`src/rtl/wdf_lattice_dec2_pkg.sv`:
```
// rtl/wdf_lattice_dec2_pkg.sv - shared constants, FSM states and saturation helper
package wdf_pkg;

  localparam int ALPHA_W    = 11;
  localparam int ALPHA_FRAC = 10;
  localparam int ROUND      = 1 << (ALPHA_FRAC - 1);
  localparam int SAT_W      = 48;

  typedef enum logic [1:0] {IDLE, HALF, RUN, OUT} state_t;

  // clamp a wide signed value into the signed range of w bits
  function automatic logic signed [SAT_W-1:0] sat(input logic signed [SAT_W-1:0] v, input int w);
    logic signed [SAT_W-1:0] lo;
    logic signed [SAT_W-1:0] hi;
    lo = '1;
    lo = lo << (w - 1);
    hi = ~lo;
    if (v > hi)
      return hi;
    else if (v < lo)
      return lo;
    else
      return v;
  endfunction

endpackage

```
`src/rtl/wdf_lattice_dec2_if.sv`:
```
// rtl/wdf_lattice_dec2_if.sv - sample input/output handshake bundle
interface wdf_lattice_dec2_if #(
  parameter int DW = 12
);
  logic [DW-1:0] din;
  logic          din_vld;
  logic          din_rdy;
  logic [DW-1:0] dout;
  logic          dout_vld;

  modport master (output din, output din_vld, input din_rdy, input dout, input dout_vld);
  modport slave  (input din, input din_vld, output din_rdy, output dout, output dout_vld);
endinterface

```
`src/rtl/wdf_adaptor_sat.sv`:
```
// rtl/wdf_adaptor_sat.sv - combinational saturating two-port wave-digital adaptor
module wdf_adaptor_sat
  import wdf_pkg::*;
#(
  parameter int IW = 14
) (
  input  logic signed [IW-1:0]      a1,
  input  logic signed [IW-1:0]      a2,
  input  logic signed [ALPHA_W-1:0] alpha,
  output logic signed [IW-1:0]      b1,
  output logic signed [IW-1:0]      b2
);
  // product width covers alpha*d plus the rounding add without overflow
  localparam int PW = IW + 1 + ALPHA_W;

  logic signed [IW:0]   d;
  logic signed [PW-1:0] p;
  logic signed [PW-1:0] g;

  // rounded scaled difference, then saturating reflected outputs
  always_comb begin
    d  = (IW+1)'(a2) - (IW+1)'(a1);
    p  = PW'(alpha) * PW'(d);
    g  = (p + PW'(ROUND)) >>> ALPHA_FRAC;
    b1 = IW'(sat(SAT_W'(a2) + SAT_W'(g), IW));
    b2 = IW'(sat(SAT_W'(a1) + SAT_W'(g), IW));
  end

endmodule

```
`src/rtl/wdf_lattice_dec2.sv`:
```
// rtl/wdf_lattice_dec2.sv - half-band lattice WDF decimator-by-2 with one shared adaptor
module wdf_lattice_dec2
  import wdf_pkg::*;
#(
  parameter int DW   = 12,
  parameter int NSEC = 2,
  parameter int IW   = DW + 2
) (
  input  logic                          clk,
  input  logic                          rst,
  input  logic [2*NSEC*ALPHA_W-1:0]     alpha,
  wdf_lattice_dec2_if.slave             bus
);
  localparam int NS2 = 2 * NSEC;
  localparam int CW  = (NS2 > 1) ? $clog2(NS2) : 1;

  state_t                   state;
  logic [CW-1:0]            cnt;
  logic signed [DW-1:0]     xe;
  logic signed [DW-1:0]     xo;
  logic signed [IW-1:0]     s [NS2];
  logic signed [IW-1:0]     pipe;
  logic signed [IW-1:0]     y0;
  logic signed [IW-1:0]     y1;

  logic signed [IW-1:0]      a1;
  logic signed [IW-1:0]      a2;
  logic signed [IW-1:0]      b1;
  logic signed [IW-1:0]      b2;
  logic signed [ALPHA_W-1:0] alpha_k;
  logic signed [IW:0]        sum;
  logic signed [IW:0]        half;
  logic [DW-1:0]             dout_next;

  // input can only be taken while collecting a pair
  assign bus.din_rdy = (state == IDLE) || (state == HALF);

  // select operands of the section addressed by cnt
  always_comb begin
    a2      = '0;
    alpha_k = '0;
    for (int k = 0; k < NS2; k++) begin
      if (cnt == CW'(k)) begin
        a2      = s[k];
        alpha_k = alpha[k*ALPHA_W +: ALPHA_W];
      end
    end
    if (cnt == '0)
      a1 = IW'(xe);
    else if (cnt == CW'(NSEC))
      a1 = IW'(xo);
    else
      a1 = pipe;
  end

  wdf_adaptor_sat #(.IW(IW)) u_adaptor (
    .a1    (a1),
    .a2    (a2),
    .alpha (alpha_k),
    .b1    (b1),
    .b2    (b2)
  );

  // rounded half-sum of branch outputs; branch 1 output is b1 of the last section
  always_comb begin
    sum       = (IW+1)'(y0) + (IW+1)'(b1) + (IW+1)'(1);
    half      = sum >>> 1;
    dout_next = DW'(sat(SAT_W'(half), DW));
  end

  // pair capture, serial section evaluation and output registration
  always_ff @(posedge clk) begin
    if (rst) begin
      state        <= IDLE;
      cnt          <= '0;
      xe           <= '0;
      xo           <= '0;
      pipe         <= '0;
      y0           <= '0;
      y1           <= '0;
      bus.dout     <= '0;
      bus.dout_vld <= 1'b0;
      for (int k = 0; k < NS2; k++) s[k] <= '0;
    end else begin
      bus.dout_vld <= 1'b0;
      case (state)
        IDLE: begin
          if (bus.din_vld) begin
            xe    <= bus.din;
            state <= HALF;
          end
        end
        HALF: begin
          if (bus.din_vld) begin
            xo    <= bus.din;
            cnt   <= '0;
            state <= RUN;
          end
        end
        RUN: begin
          for (int k = 0; k < NS2; k++) begin
            if (cnt == CW'(k)) s[k] <= b2;
          end
          pipe <= b1;
          if (cnt == CW'(NSEC - 1)) y0 <= b1;
          if (cnt == CW'(NS2 - 1)) begin
            y1           <= b1;
            bus.dout     <= dout_next;
            bus.dout_vld <= 1'b1;
            cnt          <= '0;
            state        <= OUT;
          end else begin
            cnt <= cnt + 1'b1;
          end
        end
        OUT: begin
          state <= IDLE;
        end
        default: state <= IDLE;
      endcase
    end
  end

endmodule
```
`src/flat_wrapper.sv`:
```
// flat-port wrapper written by rule: the top's interface ports become plain ports
module wdf_lattice_dec2_flat import wdf_pkg::*;
#(
  parameter int DW   = 12,
  parameter int NSEC = 2,
  parameter int IW   = DW + 2
)
  (clk, rst, alpha, bus_din, bus_din_vld, bus_din_rdy, bus_dout, bus_dout_vld);
  wdf_lattice_dec2_if #(.DW(DW)) bus_i ();
  input  logic clk;
  input  logic rst;
  input  logic [2*NSEC*ALPHA_W-1:0] alpha;
  input wire logic [$bits(bus_i.din)-1:0] bus_din;
  input wire logic [$bits(bus_i.din_vld)-1:0] bus_din_vld;
  output wire logic [$bits(bus_i.din_rdy)-1:0] bus_din_rdy;
  output wire logic [$bits(bus_i.dout)-1:0] bus_dout;
  output wire logic [$bits(bus_i.dout_vld)-1:0] bus_dout_vld;
  assign bus_i.din = bus_din;
  assign bus_i.din_vld = bus_din_vld;
  assign bus_din_rdy = bus_i.din_rdy;
  assign bus_dout = bus_i.dout;
  assign bus_dout_vld = bus_i.dout_vld;
  wdf_lattice_dec2 #(.DW(DW), .NSEC(NSEC), .IW(IW)) u_core (.clk(clk), .rst(rst), .alpha(alpha), .bus(bus_i));
endmodule
```
`config.mk`:
```
export PLATFORM = sky130hd
export DESIGN_NAME = wdf_lattice_dec2_flat
export DESIGN_NICKNAME = d
export VERILOG_FILES = /design/src/rtl/wdf_lattice_dec2_pkg.sv /design/src/rtl/wdf_lattice_dec2_if.sv /design/src/rtl/wdf_adaptor_sat.sv /design/src/rtl/wdf_lattice_dec2.sv /design/src/flat_wrapper.sv
export SDC_FILE = /design/constraint.sdc
export NUM_CORES = 1
export LEC_CHECK = 0
export CAP_MARGIN = 20
export CORE_AREA = 2 2 242 244
export DETAILED_ROUTE_END_ITERATION = 6
export DIE_AREA = 0 0 244 246
export GPL_ROUTABILITY_DRIVEN = 0
export PLACE_DENSITY = 0.43
export REMOVE_ABC_BUFFERS = 1
export SYNTH_ARGS = -nofsm -noshare
export SYNTH_HDL_FRONTEND = slang
export SYNTH_SLANG_ARGS = --single-unit
export TNS_END_PERCENT = 30
```
`constraint.sdc`:
```
create_clock -name clk -period 13.2 [get_ports clk]
set_input_delay 1.32 -clock clk [delete_from_list [all_inputs] [get_ports clk]]
set_output_delay 1.32 -clock clk [all_outputs]
set_load 0.01 [all_outputs]
```
Word-level counts from Yosys, hierarchy flattened

Memory sizes are Yosys's and may differ from the RTL's.
Cells that the tools add are included.

Register bits: 69
Latch bits: 0
RAM bits: 56
Memory bits (read-only): 0
Input bits: 59
Output and inout bits: 14
Memories: 1

Memory list:

| memory   | words | bits a word | read ports | clocked after Yosys merged registers in | wr ports | RTL line               | RTL |
|---|---|---|---|---|---|---|---|
| u_core.s | 4     | 14          | 4          | 0                                       | 4        | wdf_lattice_dec2.sv:21 | `logic signed [IW-1:0] s [NS2];` |

$add $sub $neg: 7
$mul: 1
Div/mod/pow operators: 0
$lt $le $gt $ge: 6
Equality and inequality tests: 9
Shift-type cells: 0
Mux-type cells: 45
Bitwise logic cells: 4
Reduce and logical (&&, ||, !) cells: 10

Operator list:

| cell                                                                            | count |
|---|---|
| 14-bit two-way mux                                                              | 14 |
| 11-bit two-way mux                                                              | 4 |
| 14-bit by 16-bit adder with 17-bit output                                       | 2 |
| 17-bit by 14-bit > comparator with 1-bit output (second input constant)         | 2 |
| 17-bit by 14-bit less-than comparator with 1-bit output (second input constant) | 2 |
| 26-bit by 11-bit adder with 26-bit output (second input constant)               | 1 |
| 11-bit by 15-bit multiplier with 26-bit output                                  | 1 |
| 12-bit two-way mux                                                              | 2 |
| 1-bit two-way mux                                                               | 18 |
| 14-bit by 14-bit adder with 15-bit output                                       | 1 |
| 15-bit by 2-bit adder with 15-bit output (second input constant)                | 1 |
| 14-bit by 14-bit subtractor with 15-bit output                                  | 1 |
| 14-bit by 12-bit > comparator with 1-bit output (second input constant)         | 1 |
| 14-bit by 12-bit less-than comparator with 1-bit output (second input constant) | 1 |
| 2-bit two-way mux                                                               | 5 |
| 2-bit AND reduction                                                             | 5 |
| 2-bit == test (second input constant)                                           | 4 |
| 2-bit one-hot mux with 4 select lines                                           | 1 |
| 2-bit by 1-bit == test with 1-bit output (second input constant)                | 2 |
| 2-bit zero test                                                                 | 2 |
| 2-bit inequality test (second input constant)                                   | 2 |
| 1-bit OR                                                                        | 4 |
| 2-bit one-hot mux with 2 select lines                                           | 1 |
| 3-bit AND reduction                                                             | 1 |
| 4 further kinds                                                                 | 4 |

Longest topological paths before layout

Word-level depth: 17
Depth in mapped cells: 68
Mapped depth without buffers: 64

Cells and area by module

From an unflattened synthesis, not the netlist that was laid out.

Cell total of the unflattened synthesis: 1,639
Area, all modules: 14,405.1 um^2

By module, submodules not included:

| module           | times used | cells each | area each (um^2) | sequential area each (um^2) |
|---|---|---|---|---|
| wdf_adaptor_sat  | 1          | 957        | 8,040.2          | 0.0 |
| wdf_lattice_dec2 | 1          | 682        | 6,364.9          | 3,062.9 |

Least setup slack after synthesis

No wires, ideal clock.

Path kind: reg2reg
Start point: reg u_core.cnt[0]
End point: reg u_core.bus.dout[10]
Data arrival time: 13.794 ns
Data required time: 13.140 ns
Slack: -0.653 ns
Cell stages (with the launch flop): 61
Path buffers: 6
Cell sequence: dfxtp_1 > inv_1 > ha_1 > clkbuf_1 > buf_1 > clkbuf_1 > mux2i_1 > o21a_1 > ha_1 > nor2b_1 > o21ai_1 > a21boi_1 > o21ai_1 > a21boi_1 > o21ai_1 > a21oi_1 > o31a_1 > mux2_2 > (+25 left out) > nor2_1 > a21oi_1 > clkbuf_1 > a21oi_1 > inv_1 > fa_1 > a21o_1 > a21oi_1 > o21bai_1 > a21o_1 > a21oi_1 > o21ai_1 > a221oi_1 > xnor2_1 > or4b_1 > nand3_1 > buf_4 > a221o_1

Word-level cells in the longest chain between the ends: 17

Ends and longest elaborated chain:

| what                                                    | RTL line                                       | RTL |
|---|---|---|
| from (decl)                                             | wdf_lattice_dec2.sv:18                         | `logic [CW-1:0] cnt;` |
| from (signal assigned)                                  | wdf_lattice_dec2.sv:113                        | `cnt <= cnt + 1'b1;` |
| 2-bit zero test                                         | wdf_lattice_dec2.sv:43, wdf_lattice_dec2.sv:48 |  |
| 14-bit two-way mux (4 in a row)                         | wdf_lattice_dec2.sv:43                         | `if (cnt == CW'(k)) begin` |
| 14-bit by 14-bit subtractor with 15-bit output          | wdf_adaptor_sat.sv:22                          | `d = (IW+1)'(a2) - (IW+1)'(a1);` |
| 11-bit by 15-bit multiplier with 26-bit output          | wdf_adaptor_sat.sv:23                          | `p = PW'(alpha) * PW'(d);` |
| 26-bit by 11-bit adder with 26-bit output               | wdf_adaptor_sat.sv:24                          | `g = (p + PW'(ROUND)) >>> ALPHA_FRAC;` |
| 14-bit by 16-bit adder with 17-bit output *             | wdf_adaptor_sat.sv:25                          | `b1 = IW'(sat(SAT_W'(a2) + SAT_W'(g), IW));` |
| 17-bit by 14-bit less-than comparator with 1-bit output | wdf_lattice_dec2_pkg.sv:20                     | `else if (v < lo)` |
| 14-bit two-way mux                                      | wdf_lattice_dec2_pkg.sv:20                     |  |
| 14-bit two-way mux *                                    | wdf_lattice_dec2_pkg.sv:18                     | `if (v > hi)` |
| named net u_core.b1[13]                                 | wdf_lattice_dec2.sv:28                         | `logic signed [IW-1:0] b1;` |
| 14-bit by 14-bit adder with 15-bit output *             | wdf_lattice_dec2.sv:66                         | `sum = (IW+1)'(y0) + (IW+1)'(b1) + (IW+1)'(1);` |
| 15-bit by 2-bit adder with 15-bit output *              | wdf_lattice_dec2.sv:66                         |  |
| 14-bit by 12-bit less-than comparator with 1-bit output | wdf_lattice_dec2_pkg.sv:20                     |  |
| 12-bit two-way mux                                      | wdf_lattice_dec2_pkg.sv:20                     |  |
| 12-bit two-way mux *                                    | wdf_lattice_dec2_pkg.sv:18                     |  |
| to (signal assigned)                                    | wdf_lattice_dec2.sv:108                        | `bus.dout <= dout_next;` |
| to (decl)                                               | wdf_lattice_dec2_if.sv:12                      | `modport slave (input din, input din_vld, output din_rdy, output dout, output dout_vld);` |

Mark *: on every way through the listed nets, which the timed path passes. The rest lies on a longest branch.
A chain may end at the register's enable or synchronous reset.

Worst setup path after layout

Start point: reg u_core.cnt[0]
End point: reg u_core.bus.dout[9]

Word-level cells in the longest chain between the ends: 17

Ends and longest elaborated chain:

| what                                                    | RTL line |
|---|---|
| 2-bit zero test                                         | wdf_lattice_dec2.sv:43, wdf_lattice_dec2.sv:48 |
| 14-bit two-way mux (4 in a row)                         | wdf_lattice_dec2.sv:43 |
| 14-bit by 14-bit subtractor with 15-bit output          | wdf_adaptor_sat.sv:22 |
| 11-bit by 15-bit multiplier with 26-bit output          | wdf_adaptor_sat.sv:23 |
| 26-bit by 11-bit adder with 26-bit output               | wdf_adaptor_sat.sv:24 |
| 14-bit by 16-bit adder with 17-bit output               | wdf_adaptor_sat.sv:25 |
| 17-bit by 14-bit less-than comparator with 1-bit output | wdf_lattice_dec2_pkg.sv:20 |
| 14-bit two-way mux                                      | wdf_lattice_dec2_pkg.sv:20 |
| 14-bit two-way mux                                      | wdf_lattice_dec2_pkg.sv:18 |
| 14-bit by 14-bit adder with 15-bit output               | wdf_lattice_dec2.sv:66 |
| 15-bit by 2-bit adder with 15-bit output                | wdf_lattice_dec2.sv:66 |
| 14-bit by 12-bit less-than comparator with 1-bit output | wdf_lattice_dec2_pkg.sv:20 |
| 12-bit two-way mux                                      | wdf_lattice_dec2_pkg.sv:20 |
| 12-bit two-way mux                                      | wdf_lattice_dec2_pkg.sv:18 |

Parallel ways exist; a longest one is shown, timed or not.

==> summary.txt <==
Die Wd - 244 microns
cts bufs inserted - 17
Hold WC Path Type - register to register
Num Clock Sinks - 125
insertion delay to the later sink of the worst-skew pair - 430 ps
via count of the first global-routing pass - 12800
upper clock frequency limit - 79.5 MHz
Diodes inserted - 0
Worst R2R Start - u_core.cnt[0]$_SDFFE_PP0P_
deepest level of the CTS H-tree - 4
Endpoint, Worst Hold - u_core.xo[11]$_SDFFE_PP0P_
Netlist Area Pre-Place - 14200 sq um
die area - 60000 sq um
run status - finished, final reports clean
critical path fanouts, max - 5
number of setup violations in the final report - 0
nature of the critical path startpoint - register
first-pass GRT wire length - 69900 microns
fraction of the cycle the final worst path needs - 0.952
endpoint class of the critical path - register
min setup slack post-route - 629 ps
slew of the pin with the lowest slew margin - 941 ps
clock-pin slew of the registers on the worst-case setup and hold paths - 60 ps
post-synth cell types - 68
dominant synthesized flop cell - sky130_fd_sc_hd__dfxtp_1
total of flip-flops plus latches after synthesis - 125
height of the die - 246 microns
minimum clock period after layout - 12570 ps
CTS root buf - sky130_fd_sc_hd__clkbuf_16
data arrival time of the critical path - 12940 ps
pin count of the biggest net entering global routing - 64
I/O pin count - 73
normalized max-slew margin - 0.370
Hold Path Stages - 2
HPWL Detailed - 35500 microns
most frequent standard cell in the layout excluding fill and tap cells - sky130_fd_sc_hd__nor2_1
Mean Syn Cell Area - 8.37 sq um
critical setup path kind - register to register
Port Buffer Count - 72
top library cells by usage in the layout, fill and taps aside - sky130_fd_sc_hd__nor2_1 (267), sky130_fd_sc_hd__inv_1 (234), sky130_fd_sc_hd__nand2_1 (179)
Critical Path Max Stage Delay - 530 ps
initial antenna violation count - 0
Vias/cell - 4.54
count of flip-flops with a built-in enable after synthesis - 56
slowest stage cell, crit path - sky130_fd_sc_hd__fa_1
TritonCTS clock tree - done
initial core utilization - 0.248
Avg WL per Cell - 16.4 microns
count of nets after finishing - 2233
sequential cell area fraction in the yosys report - 0.215
layout cell share with drive strength beyond 1 - 0.162
wire length reported by the detailed router - 43900 microns
Cells after Synth - 1701
Final ANT Viol Nets - 0
HP Start - u_core.xo[11]$_SDFFE_PP0P_
core area - 57400 sq um
DRC marker count from the first detailed-route iteration - 488
Rows - 88
number of warnings reported in the yosys synthesis log - 0
vias post-DR - 12100
Pre-Repair DR Iteration Count - 5
asr flop ratio synth - 0
worst-case clock skew - 12.0 ps
number of max-slew violations in the final report - 0
setup slack, reg-to-reg - 630 ps
worst setup slack before clock tree synthesis - -234 ps
max cap viols - 0
post-synthesis to final-layout area growth - 26.4%
capture instance of the worst register-to-register path - u_core.bus.dout[9]$_SDFFE_PP0P_
Critical Path Start - u_core.cnt[0]$_SDFFE_PP0P_
aggregate global routing overflow - 0
post-route DRC violation count - 0
GRT Total Usage - 0.148
critical path data required time - 13570 ps
Clock Path Buffers - 2
number of buffers added to fix hold violations after cts - 0
final-report hold violation count - 0
cell count of the worst reg-to-reg path - 60
what timing repair did:
action	in CTS	in global routing
setup endpoints to repair	11	12
buffers inserted	0	13
cloned	0	1
resized for setup	7	94
pin swaps	5	55
cell type report:
class | count | area (sq um)
Clock buffer | 18 | 429
Clock inverter | 14 | 110
Fill cell | 6140 | 39400
Inverter | 238 | 893
Multi-Input combinational cell | 1275 | 10500
Sequential cell | 125 | 3070
Tap cell | 765 | 957
Timing Repair Buffer | 243 | 2020
synth_stat cells (all sizes together), types with 9 or more instances:
| library cell | n | area [sq um] |
|---|---|---|
| fa | 156 | 3120 |
| inv | 238 | 893 |
| nor2 | 270 | 1010 |
| and2 | 10 | 62.6 |
| a211oi | 31 | 250 |
| nand3 | 16 | 85.1 |
| o21a | 18 | 135 |
| nor2b | 24 | 158 |
| a21oi | 125 | 641 |
| a21boi | 9 | 67.6 |
| nand2b | 22 | 138 |
| a31oi | 9 | 56.3 |
| a221o | 11 | 110 |
| a22oi | 20 | 150 |
| nand2 | 181 | 679 |
| buf | 13 | 60.1 |
| mux2i | 13 | 130 |
| ha | 118 | 1480 |
| a21o | 23 | 173 |
| xor2 | 18 | 158 |
| xnor2 | 49 | 429 |
| o21ai | 62 | 310 |
| nor3 | 18 | 90.1 |
| dfxtp | 69 | 1380 |
| or2 | 14 | 87.6 |
| edfxtp | 56 | 1680 |
| clkbuf | 51 | 191 |
worst max path at each step:
stage                                             to  slack (ps)  depth (start not counted)
floorplan            u_core.bus.dout[0]$_SDFFE_PP0P_       -1260                         57
global placement    u_core.bus.dout[10]$_SDFFE_PP0P_         -50                         63
detailed placement   u_core.bus.dout[3]$_SDFFE_PP0P_        -230                         63
CTS                  u_core.bus.dout[8]$_SDFFE_PP0P_         0.9                         63
global route        u_core.bus.dout[10]$_SDFFE_PP0P_        -160                         63
finish               u_core.bus.dout[9]$_SDFFE_PP0P_         630                         60
registers in the layout (all words and copies together) (netlist names):
register             count
u_core.xo               12
u_core.s                56
u_core.bus.dout         12
u_core.y0               14
u_core.bus.dout_vld      1
u_core.state             2
u_core.xe               12
u_core.pipe             14
u_core.cnt               2
stage by stage:
step	instance area, sq um	instances	hold WS [ps]	TNS [ps]	utilization
final	18000	2678	456	0	0.314
after global routing	18000	2678	483	-1460	0.314
after CTS	17500	2666	458	0	0.304
after detailed placement	16900	2634	449	-2490	0.294
after global placement	16900	2633	442	-474	0.294
after floorplan	14000	1637	430	-14390	-
critical path, delay by kind of cell (launching register included):
kind,cells,cell delay (ps)
AO/OA/AOI/OAI,26,4220
adder cells (fa/ha/maj),10,3640
AND/OR/NAND/NOR,14,2950
buffers and inverters,7,620
XOR/XNOR,2,380
flip-flops,1,370
multiplexers,1,310
cells by family (layout without fill, tap and decap cells):
group	after synthesis	after routing	share of synthesized area
buf+inv	302	513	0.0804
xor+xnor	67	67	0.0412
fa+ha+maj	274	274	0.323
simple gates	578	579	0.174
mux	15	15	0.0107
compound gates	340	340	0.155
flops	125	125	0.215
metal layers:
layer,vias to the layer above,part of all wire,GRT usage
met5,-,0,0
met3,39,0.024,0.0163
li1,5961,-,-
met2,180,0.50,0.263
met1,5966,0.46,0.191
met4,0,0.016,0.0364
Power is left out: the tool's default activity adds up to more than one toggle a clock period on the data nets, which glitch-free logic cannot reach.
